`config.mk`:
```
export PLATFORM = sky130hd
export DESIGN_NAME = dmem_arbiter
export DESIGN_NICKNAME = d
export VERILOG_FILES = /design/src/rtl/dmem_arbiter.sv
export SDC_FILE = /design/constraint.sdc
export NUM_CORES = 1
export LEC_CHECK = 0
export ABC_CLOCK_PERIOD_IN_PS = 2100
export CORE_AREA = 2 2 132 121
export CTS_CLUSTER_DIAMETER = 120
export DETAILED_ROUTE_END_ITERATION = 16
export DIE_AREA = 0 0 134 123
export GPL_ROUTABILITY_DRIVEN = 0
export PLACE_DENSITY = 0.77
export SLEW_MARGIN = 20
export SYNTH_ARGS = -nofsm -noshare
export SYNTH_HDL_FRONTEND = slang
export SYNTH_SLANG_ARGS = --single-unit
```
`constraint.sdc`:
```
create_clock -name clk -period 2.1 [get_ports clk]
set_clock_uncertainty 0.05 [all_clocks]
set_input_delay 0.525 -clock clk [delete_from_list [all_inputs] [get_ports clk]]
set_output_delay 0.525 -clock clk [all_outputs]
set_load 0.05 [all_outputs]
```
`src/rtl/dmem_arbiter.sv`:
```
// Two-port round-robin arbiter in front of a single-port data memory; each access takes IDLE->ACCESS->RESP.
// Optional address bounds checking is enabled by defining DMEM_ARB_BOUNDS_CHECK_EN.
module dmem_arbiter #(
  parameter int DEPTH = 64
) (
  input  logic        clk,
  input  logic        rst,
  input  logic        req0,
  input  logic        we0,
  input  logic [31:0] addr0,
  input  logic [31:0] wdata0,
  input  logic        req1,
  input  logic        we1,
  input  logic [31:0] addr1,
  input  logic [31:0] wdata1,
  output logic        gnt0,
  output logic        gnt1,
  output logic        done0,
  output logic        done1,
  output logic [31:0] rdata0,
  output logic [31:0] rdata1,
  output logic        err0,
  output logic        err1,
  output logic        mem_read,
  output logic        mem_write,
  output logic [31:0] mem_addr,
  output logic [31:0] mem_wdata,
  input  logic [31:0] mem_rdata,
  output logic        busy
);

`ifdef DMEM_ARB_BOUNDS_CHECK_EN
  localparam logic BOUNDS_CHECK = 1'b1;
`else
  localparam logic BOUNDS_CHECK = 1'b0;
`endif

  typedef enum logic [1:0] {
    IDLE   = 2'd0,
    ACCESS = 2'd1,
    RESP   = 2'd2
  } state_t;

  state_t      state;
  state_t      state_next;
  logic        last_grant;
  logic        any_req;
  logic        win_port;
  logic        win_we;
  logic        win_oob;
  logic [31:0] win_addr;
  logic [31:0] win_wdata;
  logic        cap_port;
  logic        cap_we;
  logic        cap_oob;
  logic [31:0] cap_addr;
  logic [31:0] cap_wdata;
  logic [31:0] resp_data;

  // Round-robin winner selection and selection of the winner's request fields.
  always_comb begin
    any_req = req0 | req1;
    if (req0 && req1) begin
      win_port = ~last_grant;
    end else begin
      win_port = req1;
    end
    if (win_port) begin
      win_we    = we1;
      win_addr  = addr1;
      win_wdata = wdata1;
    end else begin
      win_we    = we0;
      win_addr  = addr0;
      win_wdata = wdata0;
    end
    win_oob = BOUNDS_CHECK & (win_addr >= 32'(DEPTH));
  end

  // Next-state logic and grant pulses; grants only come out of IDLE.
  always_comb begin
    state_next = state;
    gnt0       = 1'b0;
    gnt1       = 1'b0;
    case (state)
      IDLE: begin
        if (any_req && !rst) begin
          state_next = ACCESS;
          gnt0       = ~win_port;
          gnt1       = win_port;
        end else begin
          state_next = IDLE;
        end
      end
      ACCESS:  state_next = RESP;
      RESP:    state_next = IDLE;
      default: state_next = IDLE;
    endcase
  end

  // State register.
  always_ff @(posedge clk) begin
    if (rst) begin
      state <= IDLE;
    end else begin
      state <= state_next;
    end
  end

  // Capture of the granted request; later changes on the request lines are ignored.
  always_ff @(posedge clk) begin
    if (rst) begin
      last_grant <= 1'b1;
      cap_port   <= 1'b0;
      cap_we     <= 1'b0;
      cap_oob    <= 1'b0;
      cap_addr   <= 32'd0;
      cap_wdata  <= 32'd0;
    end else if (state == IDLE && any_req) begin
      last_grant <= win_port;
      cap_port   <= win_port;
      cap_we     <= win_we;
      cap_oob    <= win_oob;
      cap_addr   <= win_addr;
      cap_wdata  <= win_wdata;
    end
  end

  // Memory strobes are gated with rst so a reset during ACCESS never writes.
  always_comb begin
    if (state == ACCESS) begin
      mem_write = cap_we & ~cap_oob & ~rst;
      mem_read  = ~cap_we & ~cap_oob & ~rst;
      mem_addr  = cap_addr;
      mem_wdata = cap_wdata;
    end else begin
      mem_write = 1'b0;
      mem_read  = 1'b0;
      mem_addr  = 32'd0;
      mem_wdata = 32'd0;
    end
    if (cap_we || cap_oob) begin
      resp_data = 32'd0;
    end else begin
      resp_data = mem_rdata;
    end
    busy = (state != IDLE);
  end

  // Response registers: loaded at the closing edge of ACCESS, so they are valid exactly during RESP.
  always_ff @(posedge clk) begin
    if (rst) begin
      done0  <= 1'b0;
      done1  <= 1'b0;
      rdata0 <= 32'd0;
      rdata1 <= 32'd0;
      err0   <= 1'b0;
      err1   <= 1'b0;
    end else begin
      done0  <= 1'b0;
      done1  <= 1'b0;
      rdata0 <= 32'd0;
      rdata1 <= 32'd0;
      err0   <= 1'b0;
      err1   <= 1'b0;
      if (state == ACCESS) begin
        if (cap_port) begin
          done1  <= 1'b1;
          rdata1 <= resp_data;
          err1   <= cap_oob;
        end else begin
          done0  <= 1'b1;
          rdata0 <= resp_data;
          err0   <= cap_oob;
        end
      end
    end
  end

endmodule

```
* Word level (Yosys, flattened, before mapping)
Index checks and enable logic that the tools add are counted.
** Operators by class
- Eq/ne operators :: 1
- Muxes and demuxes :: 17
- Bitwise gates (word level) :: 9
- Reductions and logical operators :: 9
** Operator list (count)
- $mux W32 :: 5
- $mux W1 :: 11
- $not A1 Y1 :: 6
- $reduce_or A3 Y1 :: 2
- $pmux W2 S2 :: 1
- $logic_and A1 B1 Y1 :: 3
- $and A1 B1 Y1 :: 2
- $eq A2 B1 Y1 const B :: 1
- $logic_not A2 Y1 :: 1
- $reduce_bool A2 Y1 :: 1
- $reduce_or A2 Y1 :: 1
- $logic_not A1 Y1 :: 1
- $or A1 B1 Y1 :: 1
** Storage, ports and cells
- Output and inout bits :: 137
- Bits in registers :: 135
- Word-level logic and storage cells :: 46
- Bits of input ports :: 166

* Depth between registers and ports, before layout
Gate-level depths: netlist of run 1.
- Word-level depth :: 5
- Gate-level depth with buffers :: 6
- Depth with buffers taken out :: 4

* Least setup slack after synthesis of run 1
Ideal clock, no wire load.
- Kind :: input port to output port
- Start :: in req1
- End :: out gnt0
- Required time :: 1525 ps
- Stages :: 4
- Buffers on the path :: 1
- Data arrival time :: 2055 ps
- Path slack :: -530 ps
- Cell sequence :: or2_1 -> clkbuf_1 -> nand2_1 -> nor3_1
** On the way
- Cells in the longest elaborated chain, start to end :: 5
- Elaborated cells on any way between the ends :: 7
- Classes of those cells :: mux: 3; bitwise: 2; reduce/logical: 2
** RTL lines
- start, declared :: line 12 : input logic req1,
- $logic_and A1 B1 Y1 :: line 63 : if (req0 && req1) begin
- $mux W1 :: line 63
- $not A1 Y1 :: line 89 : gnt0 = ~win_port;
- $mux W1 (*) :: line 87 : if (any_req && !rst) begin
- $mux W1 (*) :: line 85 : case (state)
- end, declared :: line 16 : output logic gnt0,
Every way passes the cells marked *; elsewhere a longest branch is shown, timed or not.

* Final worst setup path of run 1
- Start :: reg state[0]
- End :: out mem_addr[30]
** On the way
- Cells in the longest elaborated chain, start to end :: 2
** RTL lines
- start, declared :: line 44 : state_t state;
- start signal, assigned :: line 106 : state <= state_next;
- $eq A2 B1 Y1 :: line 131 : if (state == ACCESS) begin
- $mux W32 :: line 131
- end, declared :: line 26 : output logic [31:0] mem_addr,
No other way between the ends.

==> metrics, run 1 <==
Crit. End Element primary output; area of the multi-input gates 2690 um2; met1 usage 26.1%; initial DRC count ~260; Clock transition at path regs 0.06 ns; met2 usage a little under two fifths; synthesis-to-finish area growth 86.7%; initial core utilization a little over a third; Syn Area/Cell 8.57 um2; commonest cells in the netlist dfxtp_1 (135), nand2_1 (134), nor2_1 (68); hold_ws just under 0.4 ns; Async SR Flop Fraction 0%; Tcrit/Tclk final 101%; CTS tree built; peak supply drop 0.566 mV; max_slew headroom 56.8%; CP required 1.52 ns; first-pass GRT wire length a little under 30 mm; remaining global-route overflow 0; Critical Path Start Type flop; clk root buf clkbuf_16; RSZ-0062 raised after global routing true; die height 123 um; share of cells above drive strength 1 25.7%; Cell Pwr Density 744 nW/um2; Yosys cell types 25; FF-to-FF setup slack 0.44 ns; Cells after DPL 1,112; Arrival @ worst endpoint 1.55 ns; Tmin final 2.12 ns; worst-path maximum fanout 10; DRT Wirelength 19.0 mm; Psw between 2 and 2.5 mW; FF/Latch Area around 2700 um2; YS warnings 0; combinational share of power 25.4%; GR Layer Usage met3 9.35%; total CTS buffers 17; clock buffer depth 2; Top Usage Layer GRT met2; FMAX ~470 MHz; Synth area leader dfxtp_1; Vias/cell between 4 and 5; worst slew pin tran around 0.65 ns; Total Nets Final ~1,100; # hold bufs at CTS 0; Max Cap Viol 0; CTS sink cnt 135; most common cell in the netlist dfxtp_1; post-synthesis sequential area ratio between 40% and 50%; WS Path Type flop to primary output; vias in the first global route 5,514; Int Power about 5.3 mW; worst setup margin -0.0213 ns; Filler cells approximately 1,100; Final Hold Vio Count 0; RR Startpoint state[1]$_SDFF_PP0_; crit path from state[0]$_SDFF_PP0_; num rows 43; I/O pins 303; Yosys reg bits 135; Top FF cell, synth dfxtp_1; Cell Area, Synth 5510 um2; Total Power around 7.7 mW; Sw Ratio 30.7%; HP Start rst; design area 10,300 um2; worst skew pair latency about 0.42 ns; outcome finished with violations; initial antenna violation count 1; post-route DRC violation count 0; die width approximately 130 um; top cell type's share of synthesized area 49.0%; largest net degree at the start of global routing 52; EDFF count, synth 0; H-tree depth 4; clock share of power around 38%; post-synthesis cell count 643; synth top area cells dfxtp_1 (49%), nand2_1 (9.1%), a311oi_1 (7.6%), and2_1 (7.4%), a21oi_1 (6.0%); post-DP HPWL 13.2 mm; Total GRT Usage 22.6%; Leak 4.41 nW; hold crit path type input port to flop; failing checks negative setup slack; DR WL/cell 16.4 um; remaining antenna violation count 0; PortBufs 300; sequential share of power 37.0%; die area about 16,000 um2; Vias 5,658; Layout Cells excl Fill 1,155; first-pass iteration count of the detailed router 4; DP Area 9410 um2; Core Area ~15,000 um2; Final Setup Violations 34; final core occ 68.1%; final-report max-slew violation count 0
[placed cells by master (no fill, tap or decap), types with 2 or more instances in the layout]
| cell | count |
|---|---|
| clkdlybuf4s50_1 | 162 |
| nand2_1 | 133 |
| dfxtp_1 | 133 |
| buf_12 | 78 |
| nor2_1 | 66 |
| a21oi_1 | 66 |
| and2_4 | 64 |
| dlygate4sd2_1 | 57 |
| a311oi_1 | 48 |
| buf_4 | 35 |
| nand2b_1 | 33 |
| clkbuf_16 | 19 |
| a311oi_2 | 17 |
| inv_6 | 6 |
| nor2_4 | 3 |
| inv_8 | 3 |
| inv_1 | 2 |
| conb_1 | 2 |
| clkinv_4 | 2 |
| clkinvlp_4 | 2 |
| dfxtp_4 | 2 |
[layer usage]
metal	routed length [um]	up-vias
met5	0	-
met4	335	0
met3	1990	26
met2	9240	273
met1	7410	2604
li1	-	2755
[worst max-delay path, cell delays in order, from the launching register on]
cell       delay, ns
dfxtp_4         0.36
nor2b_4         0.18
buf_12          0.14
clkbuf_16       0.16
and2_4          0.15
buf_12          0.13
[layout make-up]
| class | instances | share of cell area [%] |
|---|---|---|
| timing repair buffer | 338 | 39.4 |
| clock inverter | 14 | 1.31 |
| multi-input combinational | 444 | 26.1 |
| clock buffer | 18 | 4.27 |
| inverter | 3 | 0.109 |
| tap | 202 | 2.46 |
| antenna | 1 | 0.0243 |
| sequential | 135 | 26.3 |
[metrics by stage]
step           TNS (ns)  setup WS [ns]
4_1_cts           -1.97        -0.0446
5_1_grt           -4.29        -0.0820
3_5_place_dp      -2.42         -0.165
2_1_floorplan    -0.110         -0.110
6_report         -0.366        -0.0213
3_3_place_gp     -0.833         -0.156
[flip-flops by register name, indices dropped and copies added (netlist names)]
register and flops:
last_grant 1, cap_wdata 32, done0 1, done1 1
cap_port 1, cap_addr 32, state 2, rdata1 32
cap_we 1, rdata0 32
[cells by family after synthesis]
kind of cell	count (synthesis)	synth area share [%]
AO/OA/AOI/OAI	135	18.9
buffers and inverters	65	6.15
other	1	0.0680
AND/OR/NAND/NOR	307	25.9
flip-flops	135	49.0
[worst paths after layout]
kind / endpoint / depth (start not counted)
setup / recovery: mem_addr[30] / 5
hold reg to reg: cap_addr[2]$_SDFFE_PP0P_ / 2
setup reg to reg: cap_addr[26]$_SDFFE_PP0P_ / 5
hold / removal: state[1]$_SDFF_PP0_ / 3
[power groups by stage]
stage                     Sequential [mW]  Combinational, mW  Clock, mW
final                                2.84               1.95       2.87
after global routing                 2.86               2.07       3.03
after CTS                            2.84               1.93       2.93
after detailed placement             2.88               1.83          0
after global placement               2.88               1.81          0
after floorplan                      2.95              0.883          0
[what timing repair did]
action	4_1_cts	5_1_grt
resized for setup	135	6
endpoints found under the setup margin	123	69
gates cloned	1	2
pin swaps	22	5
buffers inserted	6	1
Power figures use the tool's default switching activity.
==> inputs of run 2 (changes only) <==
- DONT_BUFFER_PORTS: not set -> 1
- PLACE_DENSITY: 0.77 -> 0.52
==> run 2 against run 1 <==
Clock power about the same. Worst setup slack worse by 0.012 ns. The flow still finishes with violations (negative setup slack). Design area down 23%. Via count down 15%. First-iteration DRC count down 20%. Sequential share of layout area up 8.0 points. Fmax down 0.57%. Critical path depth unchanged. Sequential power up 4%. Count of clock-buffer cells in the layout down 1. Utilization down 16 points. Sequential cell count unchanged.
==> metrics, run 2 (synthesized netlist as in run 1, its figures left out) <==
Max Cap Viol 0; worst-path maximum fanout 9; PortBufs 0; FMAX between 400 and 500 MHz; design area 7890 um2; sequential share of power 40.6%; critical path's slowest cell dfxtp_4; clock share of power 39.7%; peak supply drop 0.518 mV; Arrival @ worst endpoint 1.56 ns; met3 WL post-DR 1.69 mm; Cell Pwr Density 917 nW/um2; Core Area 15,100 um2; Crit. End Element primary output; post-DP HPWL around 12 mm; WL met1 6.65 mm; Hold Path Stages 1; vias in the first global route 4,921; # hold bufs at CTS 0; share of cells above drive strength 1 27.6%; hold_ws 0.121 ns; WS Path Type flop to primary output; Total GRT Usage 20.7%; clk root buf clkbuf_16; first-pass GRT wire length 26.4 mm; n_diodes 0; Psw 2.28 mW; H-tree depth 4; Clock transition at path regs about 0.06 ns; final-report max-slew violation count 0; Leak 3.14 nW; CP required 1.52 ns; initial core utilization 36.5%; DP Area a little under 7000 um2; Vias/cell 5.28; Total Nets Final 862; FF-to-FF setup slack 0.32 ns; Final TNS setup -0.696 ns; largest net degree at the start of global routing 72; remaining global-route overflow 0; Tcrit/Tclk final 102%; worst-path cell chain nor2b_4 > buf_6 > clkbuf_16 > and2_4 > buf_12; Critical Path Start Type flop; hold crit path type input port to flop; Final Setup Violations 46; Cells after DPL 865; RR Startpoint state[0]$_SDFF_PP0_; Layout Cells excl Fill roughly 910; HP Start rst; failing checks negative setup slack; total CTS buffers 17; max_slew headroom 53.1%; Final Hold Vio Count 0; Int Power 4.96 mW; combinational share of power 19.7%; synthesis-to-finish area growth 43.2%; critical path's largest stage delay ~0.37 ns; most frequent cells in the layout dfxtp_1 (133), nand2_1 (132), buf_12 (71), nor2_1 (66), a21oi_1 (66); Sw Ratio 31.5%; Filler cells 1,375; die area around 16,000 um2; worst slew pin tran 0.704 ns; Vias 4,808; CTS sink cnt 135; die width 134 um; met2 wire length 9.00 mm; worst skew pair latency 0.41 ns; delay-heaviest family, CP buffers and inverters; Hold EP cap_wdata[18]$_SDFFE_PP0P_; Tmin final 2.13 ns; outcome finished with violations; post-route DRC violation count 0; initial antenna violation count 0; Max Used Layer met4; RR Endpoint cap_wdata[6]$_SDFFE_PP0P_; clock buffer depth 2; RSZ-0062 raised after global routing true; initial DRC count a little over 200; die height 123 um; num rows 43; Critical path buffers and inverters 3; commonest non-fill, non-tap cell in the layout dfxtp_1; Worst R2R Path Depth 8; first-pass iteration count of the detailed router 4; WP depth 5; worst setup margin -0.0334 ns; I/O pins 303; remaining antenna violation count 0; DR WL/cell 19.3 um; DRT Wirelength 17.6 mm; CTS tree built
==> run 2: cell type report <==
type | instances | area (um2) | area share, %
timing repair buffer | 95 | 1720 | 21.8
tap | 202 | 253 | 3.20
multi-input combinational | 444 | 2630 | 33.3
inverter | 3 | 11.3 | 0.143
sequential | 135 | 2710 | 34.3
clock buffer | 17 | 425 | 5.39
clock inverter | 15 | 149 | 1.89
==> run 2: how the worst max path moves through the flow <==
stage	end	startpoint	slack (ns)
after CTS	mem_addr[24]	state[1]$_SDFF_PP0_	-0.06
after floorplan	gnt0	req1	-0.11
final	mem_wdata[17]	state[1]$_SDFF_PP0_	-0.03
after global placement	cap_wdata[14]$_SDFFE_PP0P_	req1	0.33
after global routing	mem_addr[22]	state[0]$_SDFF_PP0_	-0.1
after detailed placement	cap_addr[17]$_SDFFE_PP0P_	req1	0.28
==> run 2: power by group through the flow <==
stage,clock network [mW],registers (mW),logic [mW]
6_report,2.87,2.94,1.43
3_3_place_gp,0,2.98,1.27
2_1_floorplan,0,2.95,0.883
3_5_place_dp,0,2.98,1.30
4_1_cts,2.92,2.94,1.41
5_1_grt,3.04,2.96,1.53
==> run 2: what timing repair did <==
item | 4_1_cts | 5_1_grt
setup buffers | 6 | 3
pin swaps | 16 | 11
endpoints found under the setup margin | 66 | 68
cloned | 3 | 2
resized for setup | 48 | 7
==> run 2: stage by stage <==
stage | util, % | worst slack, ns | power (mW)
6_report | 52.2 | -0.0334 | 7.23
5_1_grt | 52.2 | -0.0983 | 7.53
4_1_cts | 51.5 | -0.0643 | 7.26
3_5_place_dp | 46.0 | 0.281 | 4.28
3_3_place_gp | 46.0 | 0.332 | 4.25
2_1_floorplan | - | -0.110 | 3.83
==> run 2: layer usage <==
| metal | up-vias | GRT usage, % |
|---|---|---|
| met5 | - | 0 |
| met4 | 0 | 6.25 |
| met3 | 23 | 8.90 |
| met2 | 232 | 37.2 |
| met1 | 2286 | 22.3 |
| li1 | 2267 | - |
==> inputs of run 3 (changes only) <==
- ABC_CLOCK_PERIOD_IN_PS: 2100 -> 2500
- clock period: 2.1 -> 2.5 ns (I/O delays scaled with it)
==> run 3 against run 2 <==
The flow now finishes without violations. Critical path depth is 2 lower. Count of clock-buffer cells in the layout stayed put. Global-route usage is 1.1 points lower. Combinational power decreased by 37%. Design area fell by 16%. Worst hold slack improved by 0.093 ns. Critical path type unchanged. Critical endpoint is now mem_wdata[6].
==> metrics, run 3 (synthesized netlist as in run 1, its figures left out) <==
outcome finished, final reports clean; initial DRC count a little under 200; Final Setup Violations 0; final-report max-slew violation count 0; peak supply drop 0.515 mV; Final Hold Vio Count 0; hold crit path type input port to flop; remaining antenna violation count 0; post-route DRC violation count 0; Hold Path Stages 1; clk root buf clkbuf_16; hold_ws 0.214 ns; WS Path Type flop to primary output; Total GRT Usage 19.6%; die area ~16,000 um2; Top Usage Layer GRT met2; final core occ 43.7%; FMAX 423 MHz; Vias/cell 5.24; post-cts resize count 0; n_diodes 0; RSZ-0062 raised after global routing false; Filler cells about 1,500; share of cells above drive strength 1 18.7%; CTS sink cnt 135; post-DP HPWL 11.4 mm; initial core utilization between 30 and 40%; Total Power 5.89 mW; DRT Wirelength 16.7 mm; met1 usage 21.1%; vias in the first global route 4,735; met2 usage roughly a third; I/O pins between 300 and 400; postcts setup bufs 0; Final TNS setup 0 ns; Arrival @ worst endpoint 1.69 ns; Clock transition at path regs approximately 0.060 ns; CP required roughly 1.8 ns; largest net degree at the start of global routing approximately 70; Tcrit/Tclk final 94.6%; PortBufs 0; die height 123 um; num rows 43; remaining global-route overflow 0; Crit. End Element primary output; worst skew pair latency 0.42 ns; Cell Pwr Density slightly below 900 nW/um2; clock buffer depth 2; Core Area about 15,000 um2; most frequent cells in the layout dfxtp_1 (135), nand2_1 (134), buf_4 (68), nor2_1 (67), a21oi_1 (66); die width about 130 um; Worst R2R Path Depth 4; H-tree depth 4; Leak 2.72 nW; Tmin final 2.36 ns; first-pass iteration count of the detailed router 4; GR Layer Usage met3 8.36%; # hold bufs at CTS 0; max_slew headroom 51.1%; first-pass GRT wire length approximately 25 mm; worst slew pin tran 0.733 ns; commonest non-fill, non-tap cell in the layout dfxtp_1; Total Nets Final 837; Vias between 4,000 and 5,000; CTS tree built; DR WL/cell 18.8 um; Max Cap Viol 0; worst-path maximum fanout 15; total CTS buffers 17; synthesis-to-finish area growth 19.9%; initial antenna violation count 0; Critical Path Start Type flop
[run 3: metrics by stage]
| stage | instances | worst slack (ns) | area, um2 |
|---|---|---|---|
| 3_5_place_dp | 854 | 0.505 | 6010 |
| 4_1_cts | 886 | 0.0931 | 6600 |
| 2_1_floorplan | 644 | 0.0775 | 5520 |
| 6_report | 886 | 0.135 | 6610 |
| 5_1_grt | 886 | 0.00961 | 6610 |
| 3_3_place_gp | 854 | 0.535 | 6010 |
[run 3: worst paths after layout]
check,slack [ns],start,end
worst min register to register,0.46,cap_addr[29]$_SDFFE_PP0P_,cap_addr[29]$_SDFFE_PP0P_
worst max-delay path,0.14,state[0]$_SDFF_PP0_,mem_wdata[6]
worst max register to register,0.62,state[1]$_SDFF_PP0_,cap_wdata[19]$_SDFFE_PP0P_
worst min-delay path,0.21,rst,cap_wdata[25]$_SDFFE_PP0P_
[run 3: cell type report]
type                       instances  area [um2]  area share (%)
sequential                       135        2700            40.9
inverter                           3        11.3           0.170
clock inverter                    15         171            2.59
tap                              202         253            3.83
timing repair buffer              70         542            8.20
clock buffer                      17         425            6.44
multi-input combinational        444        2500            37.9
[run 3: metal layers]
| metal | up-vias | routed length, um |
|---|---|---|
| li1 | 2213 | - |
| met1 | 2188 | 6270 |
| met2 | 223 | 8430 |
| met3 | 19 | 1690 |
| met4 | 0 | 274 |
| met5 | - | 0 |
[run 3: critical path: stages (launching register included)]
cell and delay [ns]:
dfxtp_1 0.41, nor2b_4 0.21, buf_4 0.19, and2_1 0.46
[run 3: power by group]
part	total, mW	internal, mW	switching [mW]
Combinational	0.904	0.300	0.604
Clock	2.52	1.44	1.09
Sequential	2.46	2.30	0.156
